[src/rtl/sum_bcd_display.sv]
// sum_bcd_display: converts a 5-bit adder sum (0..31) into two BCD digits
// with the shift-and-add-3 method, then drives two active-low 7-segment digits.
// One conversion takes 5 SHIFT cycles plus one DONE cycle. The outputs hold
// their value until the next conversion finishes.
module sum_bcd_display #(
  parameter bit BLANK_LZ = 1'b1  // 1: blank HEX1 when the tens digit is 0
) (
  input  logic       CLOCK_50,
  input  logic       KEY0,        // asynchronous active-low reset
  input  logic [4:0] sum_in,
  input  logic       sum_valid,
  output logic       busy,
  output logic       done,
  output logic [7:0] bcd,
  output logic [6:0] HEX1,
  output logic [6:0] HEX0
);

  typedef enum logic [1:0] {IDLE, SHIFT, DONE} state_t;

  localparam logic [6:0] SEG_BLANK = 7'b1111111;
  localparam logic [6:0] SEG_ZERO  = 7'b1000000;
  localparam logic [6:0] HEX1_RST  = BLANK_LZ ? SEG_BLANK : SEG_ZERO;

  state_t      state, state_nx;
  logic [4:0]  shreg;     // binary bits still to be shifted into the scratch
  logic [7:0]  scratch;   // BCD result being built: [7:4] tens, [3:0] ones
  logic [7:0]  adj;       // scratch after the add-3 correction
  logic [2:0]  cnt;       // SHIFT iteration 0..4

  // Active-low segment pattern (g..a) for one decimal digit.
  function automatic logic [6:0] seg7(input logic [3:0] d);
    case (d)
      4'd0:    seg7 = 7'b1000000;
      4'd1:    seg7 = 7'b1111001;
      4'd2:    seg7 = 7'b0100100;
      4'd3:    seg7 = 7'b0110000;
      4'd4:    seg7 = 7'b0011001;
      4'd5:    seg7 = 7'b0010010;
      4'd6:    seg7 = 7'b0000010;
      4'd7:    seg7 = 7'b1111000;
      4'd8:    seg7 = 7'b0000000;
      4'd9:    seg7 = 7'b0010000;
      default: seg7 = SEG_BLANK;
    endcase
  endfunction

  // Add 3 to each nibble that is 5 or more, so the next left shift carries
  // it correctly into the next decimal digit.
  always_comb begin
    adj[7:4] = (scratch[7:4] >= 4'd5) ? scratch[7:4] + 4'd3 : scratch[7:4];
    adj[3:0] = (scratch[3:0] >= 4'd5) ? scratch[3:0] + 4'd3 : scratch[3:0];
  end

  // Next-state logic and busy flag.
  always_comb begin
    // NOTE: every always_comb output gets a default first. Otherwise a path
    // that leaves it unassigned infers a latch.
    state_nx = state;
    case (state)
      IDLE:    if (sum_valid) state_nx = SHIFT;
      SHIFT:   if (cnt == 3'd4) state_nx = DONE;
      DONE:    state_nx = IDLE;
      default: state_nx = IDLE;
    endcase
    busy = (state != IDLE);
  end

  // State register.
  always_ff @(posedge CLOCK_50 or negedge KEY0) begin
    // NOTE: sequential state uses non-blocking assignments only. All registers
    // then update together and no register sees another's new value.
    if (!KEY0) state <= IDLE;
    else       state <= state_nx;
  end

  // Conversion datapath: capture, shift/add-3, and publish the result.
  always_ff @(posedge CLOCK_50 or negedge KEY0) begin
    if (!KEY0) begin
      shreg   <= '0;
      scratch <= '0;
      cnt     <= '0;
      bcd     <= '0;
      HEX0    <= SEG_ZERO;
      HEX1    <= HEX1_RST;
      done    <= 1'b0;
    end else begin
      done <= 1'b0;
      case (state)
        IDLE: begin
          if (sum_valid) begin
            shreg   <= sum_in;
            scratch <= '0;
            cnt     <= '0;
          end
        end
        SHIFT: begin
          {scratch, shreg} <= {adj[6:0], shreg, 1'b0};
          if (cnt != 3'd4) cnt <= cnt + 3'd1;
        end
        DONE: begin
          bcd  <= scratch;
          HEX0 <= seg7(scratch[3:0]);
          HEX1 <= (BLANK_LZ && scratch[7:4] == 4'd0) ? SEG_BLANK : seg7(scratch[7:4]);
          done <= 1'b1;
        end
        default: ;
      endcase
    end
  end

endmodule

[config.mk]
export PLATFORM = sky130hd
export DESIGN_NAME = sum_bcd_display
export DESIGN_NICKNAME = d
export VERILOG_FILES = /design/src/rtl/sum_bcd_display.sv
export SDC_FILE = /design/constraint.sdc
export NUM_CORES = 1
export LEC_CHECK = 0
export CAP_MARGIN = 30
export CORE_ASPECT_RATIO = 1.1
export CORE_MARGIN = 4
export CORE_UTILIZATION = 30
export CTS_BUF_LIST = sky130_fd_sc_hd__clkbuf_2 sky130_fd_sc_hd__clkbuf_4 sky130_fd_sc_hd__clkbuf_8
export CTS_CLUSTER_DIAMETER = 50
export DETAILED_ROUTE_END_ITERATION = 16
export GPL_TIMING_DRIVEN = 0
export PLACE_DENSITY_LB_ADDON = 0.25
export SYNTH_ARGS = -nofsm -noshare
export SYNTH_HDL_FRONTEND = slang
export SYNTH_SLANG_ARGS = --single-unit
[constraint.sdc]
create_clock -name CLOCK_50 -period 1.89 [get_ports CLOCK_50]
set_clock_uncertainty 0.05 [all_clocks]
set_input_delay 0.378 -clock CLOCK_50 [delete_from_list [all_inputs] [get_ports CLOCK_50]]
set_output_delay 0.378 -clock CLOCK_50 [all_outputs]
set_load 0.01 [all_outputs]
==> results.py <==
metrics = {
    "global_route": {
        "grt_pass1_vias": 1747,
        "antenna_found_initial": 0,
        "grt_usage_pct": 12.10,
        "overflow": 0,
        "grt_pass1_wl_um": 8514,
        "grt_max_degree": 23,
    },
    "routing": {
        "drt_first_pass_iters": 4,
        "drtAntennaViolNets": 0,
        "drc": 0,
        "wl_per_cell_um": 13.81,
        "drt_wl_total_um": 4862,
        "via_per_inst": 5.048,
        "vias": 1777,
        "drtIter0Drc": 92,
    },
    "setup_path": {
        "critPathCaptureType": "output pin",
        "required_ns": 1.46,
        "crit_arrival_ns": 1.36,
        "crit_family": "flip-flops",
        "critical-path-max-stage-delay_ns": 0.54,
        "crit_path_start_kind": "register",
        "critical_path.cell_chain": "clkdlybuf4s50_1",
        "crit_buf_inv": 1,
        "cp_slowest_cell": "dfstp_2",
        "crit_fanout": 2,
        "path_class": "reg2out",
    },
    "yosys": {
        "avgSynthCellArea_um2": 9.786,
        "yosysSeqAreaShare_pct": 47.26,
        "synthCells": 224,
        "async_reset_ff_share_pct": 100.0,
        "synth_area_um2": 2192,
        "ys.flop_type": "dfrtp_1",
        "ys_ff_latch": 41,
        "yosysTopAreaCell": "dfrtp_1",
        "synth_top_area_share_pct": 37.67,
        "ys.warnings.count": 0,
        "synth_edf_count": 0,
        "ys_top_cells_by_area": "dfrtp_1, dfstp_2, ha_1",
        "ys_types": 44,
        "syn-num-nets": 246,
    },
    "die": {
        "die_h_um": 97.65,
        "dieArea_um2": 8740,
        "die_w_um": 89.50,
        "initial_core_util_pct": 31.11,
        "core-area_um2": 7047,
        "io_pins": 32,
        "placementRows": 32,
    },
    "cts": {
        "cts-buffers-inserted": 5,
        "cts_tree": "built",
        "h-tree-depth": 2,
        "cts_sinks": 41,
        "cts.path.max_buffers": 2,
        "root_buffer": "clkbuf_8",
        "clock_latency_ns": 0.29,
        "cts.clk_slew.worst_paths_ns": 0.08,
    },
    "sta": {
        "slew_violations": 0,
        "setup_violations": 0,
        "finalCritPeriodShare_pct": 94.76,
        "fmax_ghz": 0.5583,
        "setup_tns_ns": 0,
        "hold_ws_ns": -0.0009840,
        "rsz0062_at_grt": "false",
        "hold_viol_final": 1,
        "slew_headroom_pct": 65.82,
        "min_period_ns": 1.791,
        "worst_slew_pin_slew_ns": 0.5128,
    },
    "finish": {
        "drive_above_1_share_pct": 15.73,
        "layout.cells.non_filler": 352,
        "regArea_um2": 1041,
        "multi_input_area_um2": 1022,
        "final_nets": 288,
        "fill_cells": 731,
        "areaGrowthSynthToFinish_pct": 26.03,
        "antenna_cells": 0,
    },
    "power": {
        "p_leak_nw": 1.209,
        "vdd_ir_drop_max_uv": 720.7,
        "power.density_nw_per_um2": 1684,
        "p_total_mw": 4.652,
    },
    "place": {
        "dp_cells": 341,
        "gp_congestion": 0.7932,
        "io_buffers": 31,
        "post-dp-hpwl_um": 3603,
    },
    "outcome": {
        "outcome": "finished, violations left",
        "violations": "hold timing",
    },
    "run": {
        "drv_cap": 0,
    },
    "min_path": {
        "hold_path_class": "in2async",
    },
}
## timing repair
action | CTS | global route
setup endpoints to repair | 1 | 2
resized for setup | 2 | 4
buffers inserted | 1 | 2
hold buffers | 0 | 0
## sequential cells by signal, summed over array words and instances, names as in the netlist
| signal | flops |
|---|---|
| done | 1 |
| scratch | 8 |
| state | 2 |
| bcd | 8 |
| shreg | 5 |
| cnt | 3 |
| HEX1 | 7 |
| HEX0 | 7 |
## cells in the mapped netlist (3+ instances only)
master / count
o211ai_1: 3
o31ai_1: 4
mux2i_1: 4
o21ai_0: 18
a21oi_1: 13
o22ai_1: 4
a32oi_1: 3
inv_1: 13
dfstp_2: 8
nand2b_1: 8
ha_1: 14
buf_2: 8
nor2_1: 10
nor2b_1: 7
nand3_1: 5
nand2_1: 29
dfrtp_1: 33
nor3b_1: 3
a31oi_1: 3
a22o_1: 4
## power by group
part	internal (mW)	leakage [nW]	total, mW	switching, mW
Sequential	1.32	0.501	1.62	0.300
Combinational	1.15	0.654	2.39	1.24
Clock	0.330	0.0542	0.639	0.308
## cell usage in the layout (no fill, tap or decap), drive strengths merged, types with 5 or more instances in the layout
cell type,Yosys,final
dfrtp,33,33
a21oi,13,13
o21ai,20,20
clkdlybuf4s50,0,29
ha,14,14
nor2,10,10
nand2,29,29
nand3,5,5
nor2b,7,7
buf,12,17
inv,14,14
nand2b,8,8
dfstp,8,8
clkbuf,1,8
## layer usage
layer | routed length, µm | vias to the layer above | track usage (%)
met2 | 2269 | 30 | 19.23
met4 | 48 | 0 | 3.093
met5 | 0 | - | 0
met3 | 191 | 7 | 3.223
li1 | - | 886 | -
met1 | 2353 | 854 | 16.12
## path summary, 6_finish.rpt
path                                    to  depth (start not counted)       start  slack, ns
worst min register to register    shreg[4]                          2    shreg[4]       0.43
worst max register to register  scratch[7]                          6  scratch[4]       0.11
min in group CLOCK_50             shreg[4]                          2    shreg[4]       0.43
max in group asynchronous          HEX1[4]                          2        KEY0       1.23
worst min-delay path               HEX0[1]                          1        KEY0     -0.001
worst max-delay path               HEX1[3]                          1     HEX1[3]        0.1
## per-stage QoR
step / worst slack (ns) / cell area, µm² / util [%]
after detailed placement: -0.05368 / 2631 / 37.34
after CTS: 0.005186 / 2743 / 38.92
after global routing: 0.04112 / 2763 / 39.20
after global placement: -0.7052 / 2609 / 37.02
final: 0.09897 / 2763 / 39.20
after floorplan: 0.2958 / 2192 / -
## cells by family (layout without fill, tap and decap cells)
group / Yosys count / count (layout) / synth area share, %
compound gates: 70 / 70 / 21.58
buf+inv: 27 / 70 / 6.107
flops: 41 / 41 / 47.26
fa+ha+maj: 14 / 14 / 7.991
simple gates: 67 / 67 / 14.73
mux: 5 / 5 / 2.340
## area by class of cell
| type | instances | area share, % |
|---|---|---|
| Sequential cell | 41 | 37.68 |
| Multi-Input combinational cell | 156 | 37.00 |
| Timing Repair Buffer | 35 | 12.95 |
| Tap cell | 85 | 3.850 |
| Clock buffer | 7 | 3.487 |
| Buffer | 13 | 2.944 |
| Inverter | 14 | 1.902 |
| Clock inverter | 1 | 0.1812 |
Power figures use the tool's default switching activity.
